===== src/rtl/base_pkg.sv =====
// base_pkg: definitions shared by the base_* building blocks.
//
// Contents:
//   clog2            ceiling log2, for elaboration-time widths
//   delta_width      width of the signed count + incs - decs sum
//   BASE_CMEM_ERR_*  bit positions of overflow/underflow within o_err
package base_pkg;

    localparam int BASE_CMEM_ERR_OVF = 0;
    localparam int BASE_CMEM_ERR_UNF = 1;

    // Smallest r such that 2**r >= value. Returns 0 for value <= 1.
    function automatic int clog2(input int value);
        int r;
        r = 0;
        for (int i = 0; i < 31; i++) begin
            if ((1 << i) < value) begin
                r = i + 1;
            end
        end
        return r;
    endfunction

    // The per-entry sum needs the count bits, enough bits for the
    // larger hit popcount, and a sign bit so an underflow shows up as
    // a negative value instead of wrapping.
    function automatic int delta_width(input int c_width,
                                       input int inc_ports,
                                       input int dec_ports);
        int m;
        m = (inc_ports > dec_ports) ? inc_ports : dec_ports;
        return c_width + clog2(m + 1) + 1;
    endfunction

endpackage


===== src/rtl/base_cmem_ent.sv =====
// base_cmem_ent: one reference-count entry of base_cmem.
//
// Applies this cycle's increment and decrement hits to the count as a
// signed sum, saturates to [0, max], and lets a clear hit override
// everything. Overflow/underflow flags are combinational and describe
// the update being applied at the next rising edge; they are only
// generated when BASE_CMEM_ERR_EN is defined and are 0 otherwise.
//
// Ports:
//   clk      in   1           clock
//   reset    in   1           asynchronous, active-low
//   inc_hit  in   inc_ports   one bit per increment port hitting this entry
//   dec_hit  in   dec_ports   one bit per decrement port hitting this entry
//   clr_hit  in   1           some clear port hits this entry
//   cnt      out  c_width     current count
//   ovf      out  1           this update saturates at max
//   unf      out  1           this update saturates at 0
module base_cmem_ent
    import base_pkg::*;
#(
    parameter int c_width   = 4,
    parameter int inc_ports = 1,
    parameter int dec_ports = 1
) (
    input  logic                 clk,
    input  logic                 reset,
    input  logic [inc_ports-1:0] inc_hit,
    input  logic [dec_ports-1:0] dec_hit,
    input  logic                 clr_hit,
    output logic [c_width-1:0]   cnt,
    output logic                 ovf,
    output logic                 unf
);

    localparam int DW = delta_width(c_width, inc_ports, dec_ports);
    localparam logic [DW-1:0] MAXV = DW'((2**c_width) - 1);

    logic [DW-1:0]      ni;
    logic [DW-1:0]      nd;
    logic [DW-1:0]      sum;
    logic               sat_hi;
    logic               sat_lo;
    logic [c_width-1:0] nxt;

    // Duplicate hits from several ports count individually, so the hit
    // vectors are popcounted rather than OR-reduced.
    always_comb begin
        ni = '0;
        for (int i = 0; i < inc_ports; i++) begin
            ni = ni + DW'(inc_hit[i]);
        end
        nd = '0;
        for (int i = 0; i < dec_ports; i++) begin
            nd = nd + DW'(dec_hit[i]);
        end
        sum    = DW'(cnt) + ni - nd;
        sat_hi = $signed(sum) > $signed(MAXV);
        sat_lo = sum[DW-1];
        if (clr_hit) begin
            nxt = '0;
        end else if (sat_hi) begin
            nxt = MAXV[c_width-1:0];
        end else if (sat_lo) begin
            nxt = '0;
        end else begin
            nxt = sum[c_width-1:0];
        end
    end

    always_ff @(posedge clk or negedge reset) begin
        if (!reset) begin
            cnt <= '0;
        end else begin
            cnt <= nxt;
        end
    end

    // A clear wins silently: no error for an entry being cleared.
`ifdef BASE_CMEM_ERR_EN
    assign ovf = sat_hi & ~clr_hit;
    assign unf = sat_lo & ~clr_hit;
`else
    assign ovf = 1'b0;
    assign unf = 1'b0;
`endif

endmodule


===== src/rtl/base_decode.sv =====
// base_decode: address-to-one-hot decoder with a valid qualifier.
//
// Ports:
//   a    in   a_width       address
//   v    in   1             valid; all outputs are 0 when low
//   hit  out  2**a_width    one-hot hit vector, bit index = address
module base_decode
    import base_pkg::*;
#(
    parameter int a_width = 2
) (
    input  logic [a_width-1:0]      a,
    input  logic                    v,
    output logic [2**a_width-1:0]   hit
);

    always_comb begin
        hit = '0;
        if (v) begin
            hit[a] = 1'b1;
        end
    end

endmodule


===== src/rtl/base_emux.sv =====
// base_emux: selects one width-bit element out of a flat vector.
//
// Ports:
//   d    in   width*2**s_width   elements, element k at bits [k*width +: width]
//   sel  in   s_width            element index
//   q    out  width              selected element
module base_emux
    import base_pkg::*;
#(
    parameter int width   = 4,
    parameter int s_width = 2
) (
    input  logic [width*(2**s_width)-1:0] d,
    input  logic [s_width-1:0]            sel,
    output logic [width-1:0]              q
);

    assign q = d[sel*width +: width];

endmodule


===== src/rtl/base_cmem.sv =====
// base_cmem: per-entry counted-valid memory.
//
// Holds a c_width-bit reference count per entry (depth = 2**a_width).
// Increment, decrement and clear ports update counts every cycle with
// saturation; clear has priority. Registered read ports return the
// count and its nonzero status; a registered finder reports the
// lowest-index entry whose count is 0.
//
// For every multi-port vector (addresses, valids, enables, read data)
// port 0 occupies the most significant slice.
//
// Optional feature: define BASE_CMEM_ERR_EN to build the overflow /
// underflow detection and the o_err register. Without it o_err is 0;
// saturation still happens.
//
// Ports:
//   clk       in   1                   clock
//   reset     in   1                   asynchronous, active-low
//   i_inc_a   in   a_width*inc_ports   increment addresses
//   i_inc_v   in   inc_ports           increment valids
//   i_dec_a   in   a_width*dec_ports   decrement addresses
//   i_dec_v   in   dec_ports           decrement valids
//   i_clr_a   in   a_width*clr_ports   clear addresses
//   i_clr_v   in   clr_ports           clear valids
//   i_rd_a    in   a_width*rports      read addresses
//   i_rd_en   in   rports              read enables
//   o_rd_v    out  rports              addressed count is nonzero
//   o_rd_c    out  c_width*rports      addressed count
//   o_free_v  out  1                   some entry has count 0
//   o_free_a  out  a_width             lowest-index zero-count entry
//   o_err     out  2                   bit 0 overflow, bit 1 underflow
module base_cmem
    import base_pkg::*;
#(
    parameter int a_width   = 2,
    parameter int c_width   = 4,
    parameter int inc_ports = 1,
    parameter int dec_ports = 1,
    parameter int clr_ports = 1,
    parameter int rports    = 1
) (
    input  logic                         clk,
    input  logic                         reset,
    input  logic [a_width*inc_ports-1:0] i_inc_a,
    input  logic [inc_ports-1:0]         i_inc_v,
    input  logic [a_width*dec_ports-1:0] i_dec_a,
    input  logic [dec_ports-1:0]         i_dec_v,
    input  logic [a_width*clr_ports-1:0] i_clr_a,
    input  logic [clr_ports-1:0]         i_clr_v,
    input  logic [a_width*rports-1:0]    i_rd_a,
    input  logic [rports-1:0]            i_rd_en,
    output logic [rports-1:0]            o_rd_v,
    output logic [c_width*rports-1:0]    o_rd_c,
    output logic                         o_free_v,
    output logic [a_width-1:0]           o_free_a,
    output logic [1:0]                   o_err
);

    localparam int depth = 2**a_width;

    logic [depth-1:0]         inc_oh [inc_ports];
    logic [depth-1:0]         dec_oh [dec_ports];
    logic [depth-1:0]         clr_oh [clr_ports];
    logic [c_width*depth-1:0] cnt_flat;
    logic [depth-1:0]         ovf_e;
    logic [depth-1:0]         unf_e;
    logic [depth-1:0]         zero_e;
    logic [c_width-1:0]       rd_mux [rports];
    logic                     free_any;
    logic [a_width-1:0]       free_idx;

    for (genvar p = 0; p < inc_ports; p++) begin : g_inc_dec
        base_decode #(.a_width(a_width)) u_dec (
            .a   (i_inc_a[(inc_ports-1-p)*a_width +: a_width]),
            .v   (i_inc_v[inc_ports-1-p]),
            .hit (inc_oh[p])
        );
    end

    for (genvar p = 0; p < dec_ports; p++) begin : g_dec_dec
        base_decode #(.a_width(a_width)) u_dec (
            .a   (i_dec_a[(dec_ports-1-p)*a_width +: a_width]),
            .v   (i_dec_v[dec_ports-1-p]),
            .hit (dec_oh[p])
        );
    end

    for (genvar p = 0; p < clr_ports; p++) begin : g_clr_dec
        base_decode #(.a_width(a_width)) u_dec (
            .a   (i_clr_a[(clr_ports-1-p)*a_width +: a_width]),
            .v   (i_clr_v[clr_ports-1-p]),
            .hit (clr_oh[p])
        );
    end

    for (genvar e = 0; e < depth; e++) begin : g_ent
        logic [inc_ports-1:0] ih;
        logic [dec_ports-1:0] dh;
        logic                 ch;

        // Transpose the per-port one-hot vectors into per-entry hit bits.
        always_comb begin
            ih = '0;
            for (int p = 0; p < inc_ports; p++) begin
                ih[p] = inc_oh[p][e];
            end
            dh = '0;
            for (int p = 0; p < dec_ports; p++) begin
                dh[p] = dec_oh[p][e];
            end
            ch = 1'b0;
            for (int p = 0; p < clr_ports; p++) begin
                ch = ch | clr_oh[p][e];
            end
        end

        base_cmem_ent #(
            .c_width   (c_width),
            .inc_ports (inc_ports),
            .dec_ports (dec_ports)
        ) u_ent (
            .clk     (clk),
            .reset   (reset),
            .inc_hit (ih),
            .dec_hit (dh),
            .clr_hit (ch),
            .cnt     (cnt_flat[e*c_width +: c_width]),
            .ovf     (ovf_e[e]),
            .unf     (unf_e[e])
        );

        assign zero_e[e] = (cnt_flat[e*c_width +: c_width] == '0);
    end

    for (genvar r = 0; r < rports; r++) begin : g_rd_mux
        base_emux #(.width(c_width), .s_width(a_width)) u_mux (
            .d   (cnt_flat),
            .sel (i_rd_a[(rports-1-r)*a_width +: a_width]),
            .q   (rd_mux[r])
        );
    end

    // Reads sample the count register directly, so a read in the same
    // cycle as an update sees the pre-update value.
    always_ff @(posedge clk or negedge reset) begin
        if (!reset) begin
            o_rd_v <= '0;
            o_rd_c <= '0;
        end else begin
            for (int r = 0; r < rports; r++) begin
                if (i_rd_en[rports-1-r]) begin
                    o_rd_c[(rports-1-r)*c_width +: c_width] <= rd_mux[r];
                    o_rd_v[rports-1-r]                      <= |rd_mux[r];
                end
            end
        end
    end

    // Scanning downward leaves the lowest zero-count index in free_idx.
    always_comb begin
        free_any = 1'b0;
        free_idx = '0;
        for (int e = depth - 1; e >= 0; e--) begin
            if (zero_e[e]) begin
                free_any = 1'b1;
                free_idx = a_width'(e);
            end
        end
    end

    // The address holds its last value while nothing is free.
    always_ff @(posedge clk or negedge reset) begin
        if (!reset) begin
            o_free_v <= 1'b0;
            o_free_a <= '0;
        end else begin
            o_free_v <= free_any;
            if (free_any) begin
                o_free_a <= free_idx;
            end
        end
    end

`ifdef BASE_CMEM_ERR_EN
    always_ff @(posedge clk or negedge reset) begin
        if (!reset) begin
            o_err <= '0;
        end else begin
            o_err[BASE_CMEM_ERR_OVF] <= |ovf_e;
            o_err[BASE_CMEM_ERR_UNF] <= |unf_e;
        end
    end
`else
    // The entry flags are constant 0 in this build; fold them into a
    // deliberately unused net so they are not flagged as dangling.
    logic err_unused;
    assign err_unused = |{ovf_e, unf_e};
    assign o_err      = 2'b00;
`endif

endmodule


===== config.mk =====
export PLATFORM = sky130hd
export DESIGN_NAME = base_cmem
export DESIGN_NICKNAME = d
export VERILOG_FILES = /design/src/rtl/base_pkg.sv /design/src/rtl/base_cmem_ent.sv /design/src/rtl/base_decode.sv /design/src/rtl/base_emux.sv /design/src/rtl/base_cmem.sv
export SDC_FILE = /design/constraint.sdc
export NUM_CORES = 1
export LEC_CHECK = 0
export BUFFER_PORTS_ARGS = -buffer_cell sky130_fd_sc_hd__buf_4
export CAP_MARGIN = 20
export CORE_MARGIN = 8
export CORE_UTILIZATION = 45
export CTS_BUF_LIST = sky130_fd_sc_hd__clkbuf_16
export DETAILED_ROUTE_END_ITERATION = 8
export PLACE_DENSITY = 0.72
export SLEW_MARGIN = 20
export SYNTH_ARGS = -nofsm -noshare
export SYNTH_HDL_FRONTEND = slang
export SYNTH_SLANG_ARGS = --single-unit

===== constraint.sdc =====
create_clock -name clk -period 2.2 [get_ports clk]
set_input_delay 0.33 -clock clk [delete_from_list [all_inputs] [get_ports clk]]
set_output_delay 0.33 -clock clk [all_outputs]
set_load 0.01 [all_outputs]

-- Word level (Yosys, flattened, before mapping)
Index checks and enable logic that the tools add are counted.
- $add $sub $neg: 8
- multiply operators: 0
- div/mod/pow operators: 0
- $lt $le $gt $ge: 10
- eq/ne operators: 0
- shift-type cells: 1
- muxes and demuxes: 29
- bitwise gates (word level): 0
- reduce and logical (&&, ||, !) cells: 8
- operators by type and width (kind ; number):
    4-bit 2-to-1 mux ; 15
    6-bit by 5-bit > comparator with 1-bit output, second input constant ; 4
    6-bit by 1-bit subtractor with 6-bit output ; 4
    4-bit by 1-bit adder with 5-bit output ; 4
    4-bit zero test ; 4
    16-bit by 5-bit variable part select with 4-bit output ; 1
    2-bit by 3-bit < comparator with 1-bit output, second input constant ; 3
    2-bit 2-to-1 mux ; 4
    1-bit 2-to-1 mux ; 7
    1-bit demux with 2-bit select ; 3
    2-bit by 1-bit greater-or-equal comparator with 1-bit output, second input constant ; 3
    4-bit OR reduction ; 1
    1-bit logical AND ; 3
- register bits after elaboration: 24
- latch bits: 0
- memory bits (writable): 0
- ROM bits: 0
- input bits: 14
- output and inout port bits: 10
- memories kept: 0

-- Longest topological paths before layout
- depth after elaboration: 10
- depth in mapped cells: 10

-- By module
Synthesis repeated with hierarchy kept, for this count alone.
- cell total of the unflattened synthesis: 208
- area total of the unflattened synthesis: 2070.7 µm²
- by module, submodules not included (module ; instances ; cells an instance ; area an instance (µm²)):
    base_cmem_ent ; 4 ; 41 ; 371.6
    base_cmem ; 1 ; 28 ; 366.6
    base_decode ; 3 ; 4 ; 37.5
    base_emux ; 1 ; 4 ; 105.1

-- Least setup slack after synthesis
OpenSTA, ideal clock, no wires.
- path kind: input to register
- from: in i_inc_v
- to: reg g_ent[1].u_ent.cnt[3]
- setup time: 123 ps
- data arrival time: 1787 ps
- data required time: 2077 ps
- slack: 290 ps
- cell stages on the path: 10
- cells stage by stage: nand2_1 -> nor2_1 -> ha_1 -> ha_1 -> inv_1 -> ha_1 -> o211ai_1 -> o32a_1 -> a21boi_1 -> o221a_1
- cells in the longest elaborated chain, start to end: 6
- elaborated cells between the ends (all ways): 7
- RTL lines (what ; RTL line ; text):
    start, declared ; base_cmem.sv:45 ; input logic [inc_ports-1:0] i_inc_v,
    4-bit 2-to-1 mux * ; base_decode.sv:19 ; if (v) begin
    4-bit by 1-bit adder with 5-bit output * ; base_cmem_ent.sv:56 ; sum = DW'(cnt) + ni - nd;
    6-bit by 1-bit subtractor with 6-bit output * ; base_cmem_ent.sv:56 ;
    6-bit by 5-bit > comparator with 1-bit output / 4-bit 2-to-1 mux (equally long branches) ; base_cmem_ent.sv:57, base_cmem_ent.sv:63 ;
    4-bit 2-to-1 mux * ; base_cmem_ent.sv:61 ; end else if (sat_hi) begin
    4-bit 2-to-1 mux * ; base_cmem_ent.sv:59 ; if (clr_hit) begin
    named net g_ent[1].u_ent.nxt[3] ; base_cmem_ent.sv:43 ; logic [c_width-1:0] nxt;
    end signal, assigned ; base_cmem_ent.sv:74 ; cnt <= nxt;
    end, declared ; base_cmem_ent.sv:30 ; output logic [c_width-1:0] cnt,
Mark *: on every way through the listed nets, which the timed path passes. The rest lies on a longest branch.
A chain may end at the register's enable or synchronous reset.

-- Worst setup path in the final report
- from: reg g_ent[1].u_ent.cnt[0]
- to: reg g_ent[1].u_ent.cnt[3]
- cells in the longest elaborated chain, start to end: 5
- elaborated cells between the ends (all ways): 6
- RTL lines (what ; RTL line):
    4-bit by 1-bit adder with 5-bit output * ; base_cmem_ent.sv:56
    6-bit by 1-bit subtractor with 6-bit output * ; base_cmem_ent.sv:56
    6-bit by 5-bit > comparator with 1-bit output / 4-bit 2-to-1 mux (equally long branches) ; base_cmem_ent.sv:57, base_cmem_ent.sv:63
    4-bit 2-to-1 mux * ; base_cmem_ent.sv:61
    4-bit 2-to-1 mux * ; base_cmem_ent.sv:59
    named net g_ent[1].u_ent.nxt[3] ; base_cmem_ent.sv:43
Marked as above.

==> flow_summary_export.csv <==
group,metric,value,unit
critical_path,critical_path_arrival,2320,ps
sta,drv_slew,0,
route,num_vias,1422,
global_routing,grt_usage,0.136,
global_routing,grt_pass1_vias,1457,
clock_network,clkTransAtPathRegs,60,ps
min_path,min_path_cells,2,
die,die_h,77.7,um
critical_path,crit_fanout,5,
finish,syn_to_final_growth,18.6,%
route,drc,0,
critical_path,reg2regPathDepth,8,
sta,fin_crit_sh,0.967,
sta,clock_skew,1.22,ps
critical_path,crit_type,"reg2reg",
route,drt_iter0_drc,109,
die,die_w,77.7,um
synth,async_flop_share,1.00,
global_routing,grt_max_degree,25,
synth,ys.flop_type,"dfrtp_1",
sta,tightest_slew,603,ps
synth,synth_edf_count,0,
clock_network,cts-root-buf,"clkbuf_16",
min_path,min_path_type,"in2reg",
synth,ys_warn_count,0,
synth,synthCells,168,
critical_path,r2r_start,"g_ent[1].u_ent.cnt[0]",
route,drt_wl_total,3.95,mm
power_and_ir_drop,powerDensity,1200,nW/um2
clock_network,clkLatencyLatePin,260,ps
critical_path,startpoint,"g_ent[1].u_ent.cnt[0]",
route,wl_per_cell,16.3,um
critical_path,reg2reg_to,"g_ent[1].u_ent.cnt[3]",
sta,period_needed,2130,ps
placement,portBuffers,21,
global_routing,grt_pass1_wl,6.79,mm
clock_network,cts_buffers,3,
finish,antennaDiodeCount,0,
global_routing,grt-ovfl-total,0,
finish,fin_util,0.555,
critical_path,cp-endpoint,"g_ent[1].u_ent.cnt[3]",
clock_network,tritoncts,"built",
sta,fmax,0.470,GHz
placement,dpl_worst_slack,11.8,ps
sta,slew_headroom,0.595,
critical_path,cp-start-kind,"flip-flop",
route,drtAntennaViolNets,0,
clock_network,clk_path_buf_depth,2,
global_routing,antenna_found_initial,0,
route,via_per_inst,5.85,
placement,hpwl,3.12,mm
placement,place_congestion,0.856,
sta,setup_slack,72.0,ps
die,start_util,0.468,
min_path,hp-start,"i_rd_en",
run_status,status,"finished, final reports clean",
finish,drive_above_1_share,0.215,
die,core_area,3660,um2
power_and_ir_drop,peakVddDrop,510,uV
power_and_ir_drop,leakage,0.961,nW
synth,ys_ff_latch,24,
critical_path,r2r_slack,70,ps
flow_run,maxCapViolCount,0,
critical_path,required,2390,ps
finish,finalNetCount,226,
die,rows,22,
critical_path,cp-end-kind,"flip-flop",
sta,final-setup-viol-count,0,
die,ios,24,
synth,ys_seq_area_frac,0.350,
die,die_area,6040,um2
route,firstDrtPassIters,4,
clock_network,htree_levels,1,
synth,syn_avg_cell_area,10.2,um2
synth,syn_area,1710,um2
synth,synth_cell_types,42,
sta,finalHoldViolations,0,
clock_network,clock_sinks,24,
## worst max-delay path: stages, from the launching register on
cell and delay [ps]:
dfrtp_1 410, ha_1 240, ha_1 310, inv_2 80, ha_4 150, nand2b_1 90
o32a_1 390, a21boi_1 180, o221a_1 200
## kinds of logic after synthesis
| kind of cell | count (synthesis) | synth area share |
|---|---|---|
| and+or+nand+nor | 60 | 0.196 |
| AOI/OAI and AO/OA | 38 | 0.161 |
| DFF | 24 | 0.350 |
| adders and majority gates | 16 | 0.117 |
| buffers and inverters | 11 | 0.0328 |
| xor gates and xnor gates | 10 | 0.0599 |
| muxes | 8 | 0.0810 |
| other | 1 | 0.00219 |
## Yosys cell counts, types with 3 or more instances
| master | count | area [um2] |
|---|---|---|
| nor3b_1 | 3 | 22.5 |
| nand3_1 | 6 | 30.0 |
| and3b_1 | 3 | 26.3 |
| xor2_1 | 3 | 26.3 |
| ha_1 | 16 | 200 |
| mux2_2 | 4 | 45.0 |
| dfrtp_1 | 24 | 601 |
| nand2b_1 | 4 | 25.0 |
| xnor2_1 | 5 | 43.8 |
| nand2_1 | 8 | 30.0 |
| a21oi_1 | 13 | 65.1 |
| mux4_2 | 3 | 67.6 |
| nor4b_1 | 3 | 26.3 |
| nor2_1 | 14 | 52.6 |
| or2_1 | 3 | 18.8 |
| and3_1 | 5 | 31.3 |
| a31oi_1 | 7 | 43.8 |
| nor4_1 | 5 | 31.3 |
| inv_1 | 8 | 30.0 |
## power by group
| group | total (mW) | internal [mW] | switching (mW) | leakage [nW] |
|---|---|---|---|---|
| sequential | 0.920 | 0.657 | 0.263 | 0.299 |
| combinational | 1.12 | 0.584 | 0.538 | 0.623 |
| clock | 0.391 | 0.243 | 0.149 | 0.0385 |
| total | 2.43 | 1.48 | 0.949 | 0.961 |
## flip-flops by register name, indices dropped and copies added (netlist names)
name	flops
o_free_a	2
o_rd_v	1
g_ent.u_ent.cnt	16
o_rd_c	4
o_free_v	1
## worst min-delay path by stage
stage                     slack (ps)                     to
final                            300                 o_rd_v
after global placement           240               o_free_v
after floorplan                   30  g_ent[0].u_ent.cnt[0]
after CTS                        300                 o_rd_v
after global routing             310                 o_rd_v
after detailed placement         240               o_free_v
## metal layers
metal	GRT usage	wire length, um	part of all wire	up-vias
met5	0	0	0	-
li1	-	-	-	685
met2	0.226	1920	0.49	31
met1	0.164	1790	0.45	701
met4	0.0491	56	0.014	0
met3	0.0346	184	0.047	5
## layout make-up
type | instances | area [um2]
Inverter | 8 | 30.0
Clock buffer | 3 | 75.1
Tap cell | 48 | 60.1
Fill cell | 305 | 1630
Clock inverter | 1 | 3.75
Multi-Input combinational cell | 134 | 1070
Timing Repair Buffer | 25 | 190
Sequential cell | 24 | 601
## placed cells by master, fill, tap and decap left out, drive strengths merged, types with 3 or more instances in the layout
cell type,count
a21oi,14
a31oi,7
and3,5
and3b,3
buf,24
clkbuf,3
dfrtp,24
ha,16
inv,8
mux2,4
mux4,4
nand2,8
nand2b,4
nand3,6
nor2,14
nor3b,3
nor4,5
nor4b,3
o21ai,3
or2,3
xnor2,7
xor2,3
## per-stage QoR
stage | hold slack (ps) | total power [mW] | TNS, ps | instances | cell area [um2]
finish | 299 | 2.43 | 0 | 243 | 2030
global route | 311 | 2.63 | -15.4 | 243 | 2030
CTS | 302 | 2.40 | 0 | 241 | 2010
detailed placement | 242 | 2.00 | 0 | 236 | 1920
global placement | 239 | 1.93 | 0 | 236 | 1920
floorplan | 34.4 | 1.63 | 0 | 169 | 1720
## timing repair
| action | CTS | global route |
|---|---|---|
| hold endpoints to repair | 24 | 0 |
| gates resized for setup | 0 | 3 |
| hold buffers | 1 | 0 |
| setup endpoints to repair | 0 | 1 |
| buffers inserted | 0 | 2 |
Power figures use the tool's default switching activity.
